File: config.mk
export PLATFORM = sky130hd
export DESIGN_NAME = add_sub_seq
export DESIGN_NICKNAME = d
export VERILOG_FILES = /design/src/rtl/add_sub_pkg.sv /design/src/rtl/add_sub_chunk.sv /design/src/rtl/add_sub_seq.sv
export SDC_FILE = /design/constraint.sdc
export NUM_CORES = 1
export LEC_CHECK = 0
export CELL_PAD_IN_SITES_DETAIL_PLACEMENT = 0
export CELL_PAD_IN_SITES_GLOBAL_PLACEMENT = 1
export CORE_MARGIN = 2
export CORE_UTILIZATION = 44
export DETAILED_ROUTE_END_ITERATION = 8
export PLACE_DENSITY_LB_ADDON = 0.15
export SLEW_MARGIN = 20
export SYNTH_ARGS = -nofsm -noshare
export SYNTH_HDL_FRONTEND = slang
export SYNTH_SLANG_ARGS = --single-unit
File: constraint.sdc
create_clock -name clk -period 8.5 [get_ports clk]
set_input_delay 1.7 -clock clk [delete_from_list [all_inputs] [get_ports clk]]
set_output_delay 1.7 -clock clk [all_outputs]
set_load 0.02 [all_outputs]
File: src/rtl/add_sub_pkg.sv
// Shared types and constants for the sequential add/sub unit.
//   state_e    : control states (IDLE, CALC, NEG, DONE)
//   OP_ADD/SUB : operation encodings on the op input
//   chunk_fit  : configuration check, WIDTH must be a whole number of CHUNKs
package add_sub_pkg;

  typedef enum logic [1:0] {
    IDLE = 2'd0,
    CALC = 2'd1,
    NEG  = 2'd2,
    DONE = 2'd3
  } state_e;

  localparam logic OP_ADD = 1'b0;
  localparam logic OP_SUB = 1'b1;

  localparam int unsigned DEF_WIDTH = 32;
  localparam int unsigned DEF_CHUNK = 8;

  // True when width w splits into an integral number of c-bit slices.
  function automatic bit chunk_fit(input int unsigned w, input int unsigned c);
    return (c != 0) && ((w % c) == 0);
  endfunction

endpackage

File: src/rtl/add_sub_chunk.sv
// Combinational CHUNK-bit adder slice.
//   a, b : slice operands
//   cin  : carry in
//   s    : slice sum
//   cout : carry out
module add_sub_chunk #(
  parameter int unsigned CHUNK = 8
) (
  input  logic [CHUNK-1:0] a,
  input  logic [CHUNK-1:0] b,
  input  logic             cin,
  output logic [CHUNK-1:0] s,
  output logic             cout
);

  logic [CHUNK:0] sum_c;

  assign sum_c = {1'b0, a} + {1'b0, b} + {{CHUNK{1'b0}}, cin};
  assign s     = sum_c[CHUNK-1:0];
  assign cout  = sum_c[CHUNK];

endmodule

File: src/rtl/add_sub_seq.sv
// Multi-cycle two's-complement adder/subtractor, CHUNK bits per clock.
// Ports:
//   clk, rst_n          : clock, async active-low reset
//   in_valid/in_ready   : operand handshake (ready only while idle)
//   x, y, op            : operands, op 0 = x+y, 1 = x-y
//   out_valid/out_ready : result handshake, outputs held until taken
//   result              : sum/difference (magnitude when sign = 1)
//   carry, overflow     : carry-out (sub: 1 = no borrow), signed overflow
//   zero, neg, sign     : final result == 0, raw MSB, magnitude sign
// Optional feature: define ADD_SUB_SEQ_MAG_EN to add the NEG pass that turns
// an underflowing subtract into |x - y| with sign = 1.
module add_sub_seq
  import add_sub_pkg::*;
#(
  parameter int unsigned WIDTH = DEF_WIDTH,
  parameter int unsigned CHUNK = DEF_CHUNK
) (
  input  logic             clk,
  input  logic             rst_n,
  input  logic             in_valid,
  output logic             in_ready,
  input  logic [WIDTH-1:0] x,
  input  logic [WIDTH-1:0] y,
  input  logic             op,
  output logic             out_valid,
  input  logic             out_ready,
  output logic [WIDTH-1:0] result,
  output logic             carry,
  output logic             overflow,
  output logic             zero,
  output logic             neg,
  output logic             sign
);

  localparam int unsigned NCH = WIDTH / CHUNK;
  localparam int unsigned KW  = (NCH > 1) ? $clog2(NCH) : 1;

  if (!chunk_fit(WIDTH, CHUNK)) begin : g_bad_cfg
    $error("add_sub_seq: WIDTH must be a multiple of CHUNK");
  end

  state_e            state, state_next;
  logic [WIDTH-1:0]  x_q, yb_q, r_q;
  logic              carry_q;
  logic [KW-1:0]     k_q;

  logic [CHUNK-1:0]  a_c, b_c, s_c;
  logic              cin_c, cout_c;
  logic              last_c, ovf_c;
  logic [WIDTH-1:0]  r_next_c;

`ifdef ADD_SUB_SEQ_MAG_EN
  logic              op_q;
  logic              ncarry_q;
  logic              neg_raw_q;
  logic              ovf_raw_q;
  logic              sign_q;
`endif

  assign last_c = (k_q == KW'(NCH - 1));
  // Overflow on the raw result; only meaningful on the last CALC slice.
  assign ovf_c  = (x_q[WIDTH-1] == yb_q[WIDTH-1]) && (s_c[CHUNK-1] != x_q[WIDTH-1]);

  // Slice adder shared between CALC (x + yb + c) and NEG (~r + 0 + c).
  always_comb begin
    a_c   = '0;
    b_c   = '0;
    cin_c = carry_q;
    for (int i = 0; i < int'(NCH); i++) begin
      if (k_q == KW'(i)) begin
        a_c = x_q[i*CHUNK +: CHUNK];
        b_c = yb_q[i*CHUNK +: CHUNK];
      end
    end
`ifdef ADD_SUB_SEQ_MAG_EN
    if (state == NEG) begin
      b_c   = '0;
      cin_c = (k_q == '0) ? 1'b1 : ncarry_q;
      for (int i = 0; i < int'(NCH); i++) begin
        if (k_q == KW'(i)) a_c = ~r_q[i*CHUNK +: CHUNK];
      end
    end
`endif
  end

  add_sub_chunk #(.CHUNK(CHUNK)) u_chunk (
    .a    (a_c),
    .b    (b_c),
    .cin  (cin_c),
    .s    (s_c),
    .cout (cout_c)
  );

  // Working result with the current slice merged in.
  always_comb begin
    r_next_c = r_q;
    for (int i = 0; i < int'(NCH); i++) begin
      if (k_q == KW'(i)) r_next_c[i*CHUNK +: CHUNK] = s_c;
    end
  end

  // State register.
  always_ff @(posedge clk or negedge rst_n) begin
    if (!rst_n) state <= IDLE;
    else        state <= state_next;
  end

  // Next-state logic.
  always_comb begin
    state_next = state;
    unique case (state)
      IDLE: if (in_valid) state_next = CALC;
      CALC: begin
        if (last_c) begin
`ifdef ADD_SUB_SEQ_MAG_EN
          state_next = (op_q && !cout_c) ? NEG : DONE;
`else
          state_next = DONE;
`endif
        end
      end
`ifdef ADD_SUB_SEQ_MAG_EN
      NEG:  if (last_c) state_next = DONE;
`endif
      DONE: if (out_ready) state_next = IDLE;
      default: state_next = IDLE;
    endcase
  end

  // Operand capture and slice-serial datapath.
  always_ff @(posedge clk or negedge rst_n) begin
    if (!rst_n) begin
      x_q     <= '0;
      yb_q    <= '0;
      r_q     <= '0;
      carry_q <= 1'b0;
      k_q     <= '0;
`ifdef ADD_SUB_SEQ_MAG_EN
      op_q      <= 1'b0;
      ncarry_q  <= 1'b0;
      neg_raw_q <= 1'b0;
      ovf_raw_q <= 1'b0;
`endif
    end else begin
      unique case (state)
        IDLE: begin
          if (in_valid) begin
            x_q     <= x;
            yb_q    <= (op == OP_SUB) ? ~y : y;
            carry_q <= op;
            k_q     <= '0;
`ifdef ADD_SUB_SEQ_MAG_EN
            op_q    <= op;
`endif
          end
        end
        CALC: begin
          r_q     <= r_next_c;
          carry_q <= cout_c;
          k_q     <= last_c ? '0 : k_q + KW'(1);
`ifdef ADD_SUB_SEQ_MAG_EN
          if (last_c) begin
            neg_raw_q <= s_c[CHUNK-1];
            ovf_raw_q <= ovf_c;
          end
`endif
        end
`ifdef ADD_SUB_SEQ_MAG_EN
        NEG: begin
          r_q      <= r_next_c;
          ncarry_q <= cout_c;
          k_q      <= last_c ? '0 : k_q + KW'(1);
        end
`endif
        default: ;
      endcase
    end
  end

  // Registered handshake and result/flag outputs, loaded on entry to DONE.
  always_ff @(posedge clk or negedge rst_n) begin
    if (!rst_n) begin
      in_ready  <= 1'b1;
      out_valid <= 1'b0;
      result    <= '0;
      carry     <= 1'b0;
      overflow  <= 1'b0;
      zero      <= 1'b0;
      neg       <= 1'b0;
`ifdef ADD_SUB_SEQ_MAG_EN
      sign_q    <= 1'b0;
`endif
    end else begin
      in_ready  <= (state_next == IDLE);
      out_valid <= (state_next == DONE);
      if (state == CALC && state_next == DONE) begin
        result   <= r_next_c;
        zero     <= (r_next_c == '0);
        carry    <= cout_c;
        neg      <= s_c[CHUNK-1];
        overflow <= ovf_c;
`ifdef ADD_SUB_SEQ_MAG_EN
        sign_q   <= 1'b0;
`endif
      end
`ifdef ADD_SUB_SEQ_MAG_EN
      if (state == NEG && state_next == DONE) begin
        result   <= r_next_c;
        zero     <= (r_next_c == '0);
        carry    <= carry_q;
        neg      <= neg_raw_q;
        overflow <= ovf_raw_q;
        sign_q   <= op_q & ~carry_q;
      end
`endif
    end
  end

`ifdef ADD_SUB_SEQ_MAG_EN
  assign sign = sign_q;
`else
  assign sign = 1'b0;
`endif

endmodule

# Word-level counts from Yosys, hierarchy flattened
# Index checks and enable logic that the tools add are counted.
[word_totals]
reg_bits = 139
latchBits = 0
ram_bits = 0
rom_bits = 0
in_bits = 69
out_inout_bits = 39
wordCells = 57
memories = 0
[classes]
addsub = 3
multipliers = 0
n_div = 0
order_cmp = 0
n_eq_ne = 9
n_shift = 0
muxes = 22
bitwise_logic = 1
n_reduce_logical = 9
[op_table]
columns = ["op", "count"]
rows = [
  ["$mux 8", 12],
  ["$logic_not 32->1", 1],
  ["$mux 32", 1],
  ["$not 32->32", 1],
  ["$mux 2", 5],
  ["$add 8x8->9", 1],
  ["$add 9x1->9", 1],
  ["$eq 2x2->1 const B", 4],
  ["$logic_not 2->1", 3],
  ["$pmux 2 s3", 1],
  ["$eq 2x1->1 const B", 2],
  ["$pmux 2 s2", 1],
  ["$reduce_and 2->1", 2],
  ["$add 2x1->2 const B", 1],
  ["$logic_and 1x1->1", 2],
  ["$ne 2x2->1 const B", 1],
  ["$pmux 1 s2", 1],
  ["$reduce_bool 2->1", 1],
  ["$eq 1x1->1", 1],
  ["$mux 1", 1],
  ["$ne 1x1->1", 1],
]

# Logic depth before layout (Yosys ltp)
[depth]
ltp_word = 9
mapped_depth = 18
ltp_nobuf = 15

# By module
# A second synthesis with hierarchy kept.
[unflattened]
hier_cells = 625
area_unflattened_um2 = 6658.9
[modules_own_cells]
columns = ["module", "instances", "cells_per_inst", "area_per_inst_um2", "seq_area_each_um2"]
rows = [
  ["add_sub_seq", 1, 585, 6327.3, 3454.6],
  ["add_sub_chunk", 1, 40, 331.6, 0.0],
]

# Worst setup path after synthesis
# OpenSTA, ideal clock, no wires.
[synth_timing]
path_type = "flip-flop to flip-flop"
startpoint = "register k_q[0]"
endpoint = "register zero"
setup_time_ps = 66
arrival_ps = 3560
required_ps = 8434
setup_slack_ps = 4874
path_stages_with_launch = 16
path_buffers = 3
synth_period_minus_slack_ps = 3626
path_cell_list = "dfrtp_1 -> inv_1 -> ha_1 -> clkbuf_1 -> clkbuf_1 -> clkbuf_1 -> a21oi_1 -> o21ai_0 -> fa_1 -> fa_1 -> xnor2_2 -> a21o_1 -> nor4b_1 -> nand4_1 -> a2111oi_2 -> a22o_1"
[synth_via]
elab_chain_cells = 9
word_cells_on_any_way = 23
cone_classes = "add/sub (2); eq/ne (4); mux (14); reduce/logical (3)"
[synth_lines]
columns = ["element", "line", "rtl"]
rows = [
  ["from (decl)", "add_sub_seq.sv:45", "logic [KW-1:0] k_q;"],
  ["from (signal assigned)", "add_sub_seq.sv:160", "k_q <= last_c ? '0 : k_q + KW'(1);"],
  ["$logic_not 2->1", "add_sub_seq.sv:70, add_sub_seq.sv:98", ""],
  ["$mux 8 (4 in a row)", "add_sub_seq.sv:70", "if (k_q == KW'(i)) begin"],
  ["$add 8x8->9", "add_sub_chunk.sv:18", "assign sum_c = {1'b0, a} + {1'b0, b} + {{CHUNK{1'b0}}, cin};"],
  ["$add 9x1->9", "add_sub_chunk.sv:18", ""],
  ["$mux 8", "add_sub_seq.sv:98", "if (k_q == KW'(i)) r_next_c[i*CHUNK +: CHUNK] = s_c;"],
  ["$logic_not 32->1", "add_sub_seq.sv:198", "zero <= (r_next_c == '0);"],
  ["to (signal assigned)", "add_sub_seq.sv:198", ""],
  ["to (decl)", "add_sub_seq.sv:30", "output logic zero,"],
]
# Parallel ways exist; a longest one is shown, timed or not.
# A chain may end at the register's enable or synchronous reset.

# Final worst setup path
# Ends and elaborated chain as after synthesis.

==> results.yml <==
outcome:
  status: "finished clean"
cts:
  cts.hold.buffers_added: 0
  cts_buffer_count: 17
  cts.clk_slew.worst_paths_ns: 0.06
  largest_buffer_count_on_any_clock_path: 2
  clkLatencyLatePin_ns: 0.42
  cts_tree: "built"
  cts_setup_buffers: 0
  clock-root-buffer: "sky130_fd_sc_hd__clkbuf_16"
  number_of_cells_upsized_or_downsized_after_cts: 0
  clock_sinks: 133
  cts_max_level: 4
die:
  core_region_area_sq_um: 14400
  die_height_um: 125
  die_width_um: 125
  placement_rows: 44
  boundaryPins: 108
  initial_cell_density_of_the_core: 0.447
  floorplan.die_area_sq_um: 15600
placement:
  hpwl_reported_at_the_end_of_detailed_placement_um: 11300
  io_buffers: 106
  place_inst: 909
  gp_congestion: 0.909
  placement.cell_area_sq_um: 7610
  dp_worst_setup_slack_ns: 4.39
setup_path:
  max_stage_delay_ns: 0.51
  cp-end-kind: "register"
  worst_setup_path_start_kind: "register"
  arrival_ns: 4.49
  setup.worst_path.class: "reg -> reg"
  crit_required_ns: 8.85
  path_max_fanout: 28
  worst_path_dominant_cell_family: "compound AO/OA/AOI/OAI gates"
  timing.reg2reg.setup_slack_ns: 4.36
  critical_path.slowest_cell: "sky130_fd_sc_hd__fa_1"
  cp_num_buf_inv: 2
  worstPathCellList: "inv_1, ha_1, buf_4, nor2b_1, a22oi_1, nor2_1, a21oi_1, o21ai_0, fa_1, fa_1, a211oi_2, nor2_1, xnor2_1, a21oi_1, a2111oi_2, a22o_1"
pwr:
  portion_of_total_power_attributed_to_sequential_cells: 0.280
  max-vdd-ir-drop_mv: 0.255
  power.switching_w: 0.00182
  power_switching_share: 0.448
  power.static_leakage_nw: 3.47
  internal_power_w: 0.00225
  combPwrFrac: 0.549
  pwrdens_nw_per_um2: 498
  share_clk_of_total_power: 0.171
global_routing:
  first_pass_grt_wire_length_um: 25900
  antenna_found_initial: 0
  grt_pass1_vias: 4931
  pin_count_of_the_biggest_net_entering_global_routing: 97
  groute.usage.overall: 0.211
  gr-total-overflow: 0
synth:
  synth.yosys.warnings: 0
  synth-async-reset-ratio: 1.00
  synth.area.top_cells: "sky130_fd_sc_hd__dfrtp_1 (51%), sky130_fd_sc_hd__mux2_2 (6.6%), sky130_fd_sc_hd__nand2_1 (5.7%), sky130_fd_sc_hd__a21oi_1 (5.4%), sky130_fd_sc_hd__o21ai_0 (5.4%)"
  synth_enable_flop_cells: 0
  share_of_the_synthesized_area_in_the_top_cell_type: 0.512
  synthCells: 658
  syn-cell-area_sq_um: 6450
  synth_fp_nets: 740
  synthFlopType: "sky130_fd_sc_hd__dfrtp_1"
  yosys.area.top_type: "sky130_fd_sc_hd__dfrtp_1"
  synthesis.area_per_instance_sq_um: 9.80
  number_of_synthesized_register_bits: 133
  seq_area_frac_synth: 0.516
  netlist-cell-type-count: 49
  post_synth_most_frequent_cells: "sky130_fd_sc_hd__dfrtp_1 (132), sky130_fd_sc_hd__nand2_1 (98), sky130_fd_sc_hd__nor2_1 (78), sky130_fd_sc_hd__a21oi_1 (69), sky130_fd_sc_hd__o21ai_0 (69)"
  yosys.cell_count.top_type: "sky130_fd_sc_hd__dfrtp_1"
finish:
  flow.area_growth_from_synthesis_pct: 26.7
  finalNonFillerCells: 938
  inserted_diodes: 0
  num-nets-final: 826
  final_layout_size_suffix_gt1_frac: 0.113
  final_design_area_no_fill_sq_um: 8180
  fillCellCount: 1319
routing:
  wl_um: 15900
  drt-pass1-iter-count: 4
  antenna_violating_nets_post_route: 0
  wire_per_inst_um: 17.0
  vias_per_cell: 5.25
  detail_route.drc_violations: 0
  drt_first_iter_violations: 297
  routed-via-count: 4929
timing:
  max_freq_ghz: 0.242
  setup_violations: 0
  final_setup_tns_ns: 0
  fin_crit_sh: 0.487
  max_slew_margin: 0.340
  final-max-slew-violation-count: 0
  tightest_slew_ns: 0.990
  final_period_minus_worst_setup_slack_ns: 4.14
  clock_skew_ns: 0.00719
  timing.final.hold_violations: 0
  rsz0062_at_grt: "false"
  setup_ws_ns: 4.36
  min_hold_slack_ns: 0.477
worst_hold_path:
  holdCritPathClass: "reg -> reg"
job:
  cap_violations: 0
-- worst reg2reg max path, stage by stage (launching register included) --
cell and delay, ns:
sky130_fd_sc_hd__dfrtp_1 0.41, sky130_fd_sc_hd__inv_1 0.08, sky130_fd_sc_hd__ha_1 0.20, sky130_fd_sc_hd__buf_4 0.25
sky130_fd_sc_hd__nor2b_1 0.22, sky130_fd_sc_hd__a22oi_1 0.16, sky130_fd_sc_hd__nor2_1 0.06, sky130_fd_sc_hd__a21oi_1 0.12
sky130_fd_sc_hd__o21ai_0 0.11, sky130_fd_sc_hd__fa_1 0.51, sky130_fd_sc_hd__fa_1 0.48, sky130_fd_sc_hd__a211oi_2 0.28
sky130_fd_sc_hd__nor2_1 0.11, sky130_fd_sc_hd__xnor2_1 0.45, sky130_fd_sc_hd__a21oi_1 0.16, sky130_fd_sc_hd__a2111oi_2 0.30
sky130_fd_sc_hd__a22o_1 0.18
-- power by group through the flow --
stage / clock network (W) / logic [W] / registers (W)
after CTS: 0.000709 / 0.00225 / 0.00114
after global routing: 0.000736 / 0.00246 / 0.00118
after floorplan: 0 / 0.00146 / 0.00117
after detailed placement: 0 / 0.00224 / 0.00115
after global placement: 0 / 0.00220 / 0.00114
final: 0.000696 / 0.00223 / 0.00114
-- state kept, by name, summed over array words and instances (netlist names) --
signal and cells:
r_q 26, out_valid 1, neg 1, overflow 1, k_q 2, carry 1, in_ready 1, carry_q 1
zero 1, yb_q 32, state 2, x_q 32, result 32
-- path summary, 6_finish.rpt --
kind	from	to	cells after the start
max	k_q[0]	zero	16
min	result[13]	result[13]	2
max reg2reg	k_q[0]	zero	16
min reg2reg	result[13]	result[13]	2
max in group asynchronous	rst_n	result[19]	2
min in group asynchronous	rst_n	out_valid	1
-- cells in the final DEF (no fill, tap or decap), types with 2 or more instances in the layout --
cell	n
sky130_fd_sc_hd__dfrtp_1	132
sky130_fd_sc_hd__clkdlybuf4s50_1	104
sky130_fd_sc_hd__nand2_1	98
sky130_fd_sc_hd__nor2_1	77
sky130_fd_sc_hd__a21oi_1	69
sky130_fd_sc_hd__o21ai_0	69
sky130_fd_sc_hd__mux2_2	38
sky130_fd_sc_hd__xnor2_1	37
sky130_fd_sc_hd__mux2i_1	20
sky130_fd_sc_hd__clkbuf_16	17
sky130_fd_sc_hd__ha_1	11
sky130_fd_sc_hd__buf_4	8
sky130_fd_sc_hd__clkbuf_8	6
sky130_fd_sc_hd__inv_1	5
sky130_fd_sc_hd__nor4_1	5
sky130_fd_sc_hd__nor2b_1	3
sky130_fd_sc_hd__a22oi_1	3
sky130_fd_sc_hd__xor2_1	3
sky130_fd_sc_hd__a21o_1	3
sky130_fd_sc_hd__clkbuf_1	3
sky130_fd_sc_hd__and2_1	2
sky130_fd_sc_hd__o21bai_1	2
sky130_fd_sc_hd__o21ai_1	2
sky130_fd_sc_hd__xnor2_2	2
sky130_fd_sc_hd__a22o_1	2
sky130_fd_sc_hd__nand3b_1	2
sky130_fd_sc_hd__nor3_1	2
sky130_fd_sc_hd__fa_1	2
-- area by class of cell --
cell class | instances | area [sq um] | share of cell area
Sequential cell | 133 | 3330 | 0.407
Multi-Input combinational cell | 474 | 2930 | 0.358
Timing Repair Buffer | 113 | 1110 | 0.135
Clock buffer | 26 | 519 | 0.0635
Tap cell | 184 | 230 | 0.0282
Clock inverter | 3 | 42.5 | 0.00520
Inverter | 5 | 18.8 | 0.00230
-- cells by family after synthesis --
logic type | after synthesis | synth area share
AO/OA/AOI/OAI | 162 | 0.142
AND/OR/NAND/NOR | 197 | 0.123
adder cells (fa/ha/maj) | 13 | 0.0275
other | 1 | 0.000581
multiplexers | 58 | 0.0974
buffers and inverters | 51 | 0.0310
XOR/XNOR | 43 | 0.0619
flip-flops | 133 | 0.516
-- per-layer routing --
| layer | global-route usage | vias up | part of all wire |
|---|---|---|---|
| met5 | 0 | - | 0 |
| met4 | 0.0804 | 0 | 0.021 |
| met3 | 0.0415 | 25 | 0.045 |
| met2 | 0.351 | 126 | 0.50 |
| met1 | 0.273 | 2375 | 0.43 |
| li1 | - | 2403 | - |
-- through the flow --
stage / total power [W] / util
finish: 0.00407 / 0.567
global route: 0.00438 / 0.567
CTS: 0.00410 / 0.567
detailed placement: 0.00340 / 0.528
global placement: 0.00334 / 0.528
floorplan: 0.00263 / -
No activity file was read; power rests on OpenSTA's default activity.
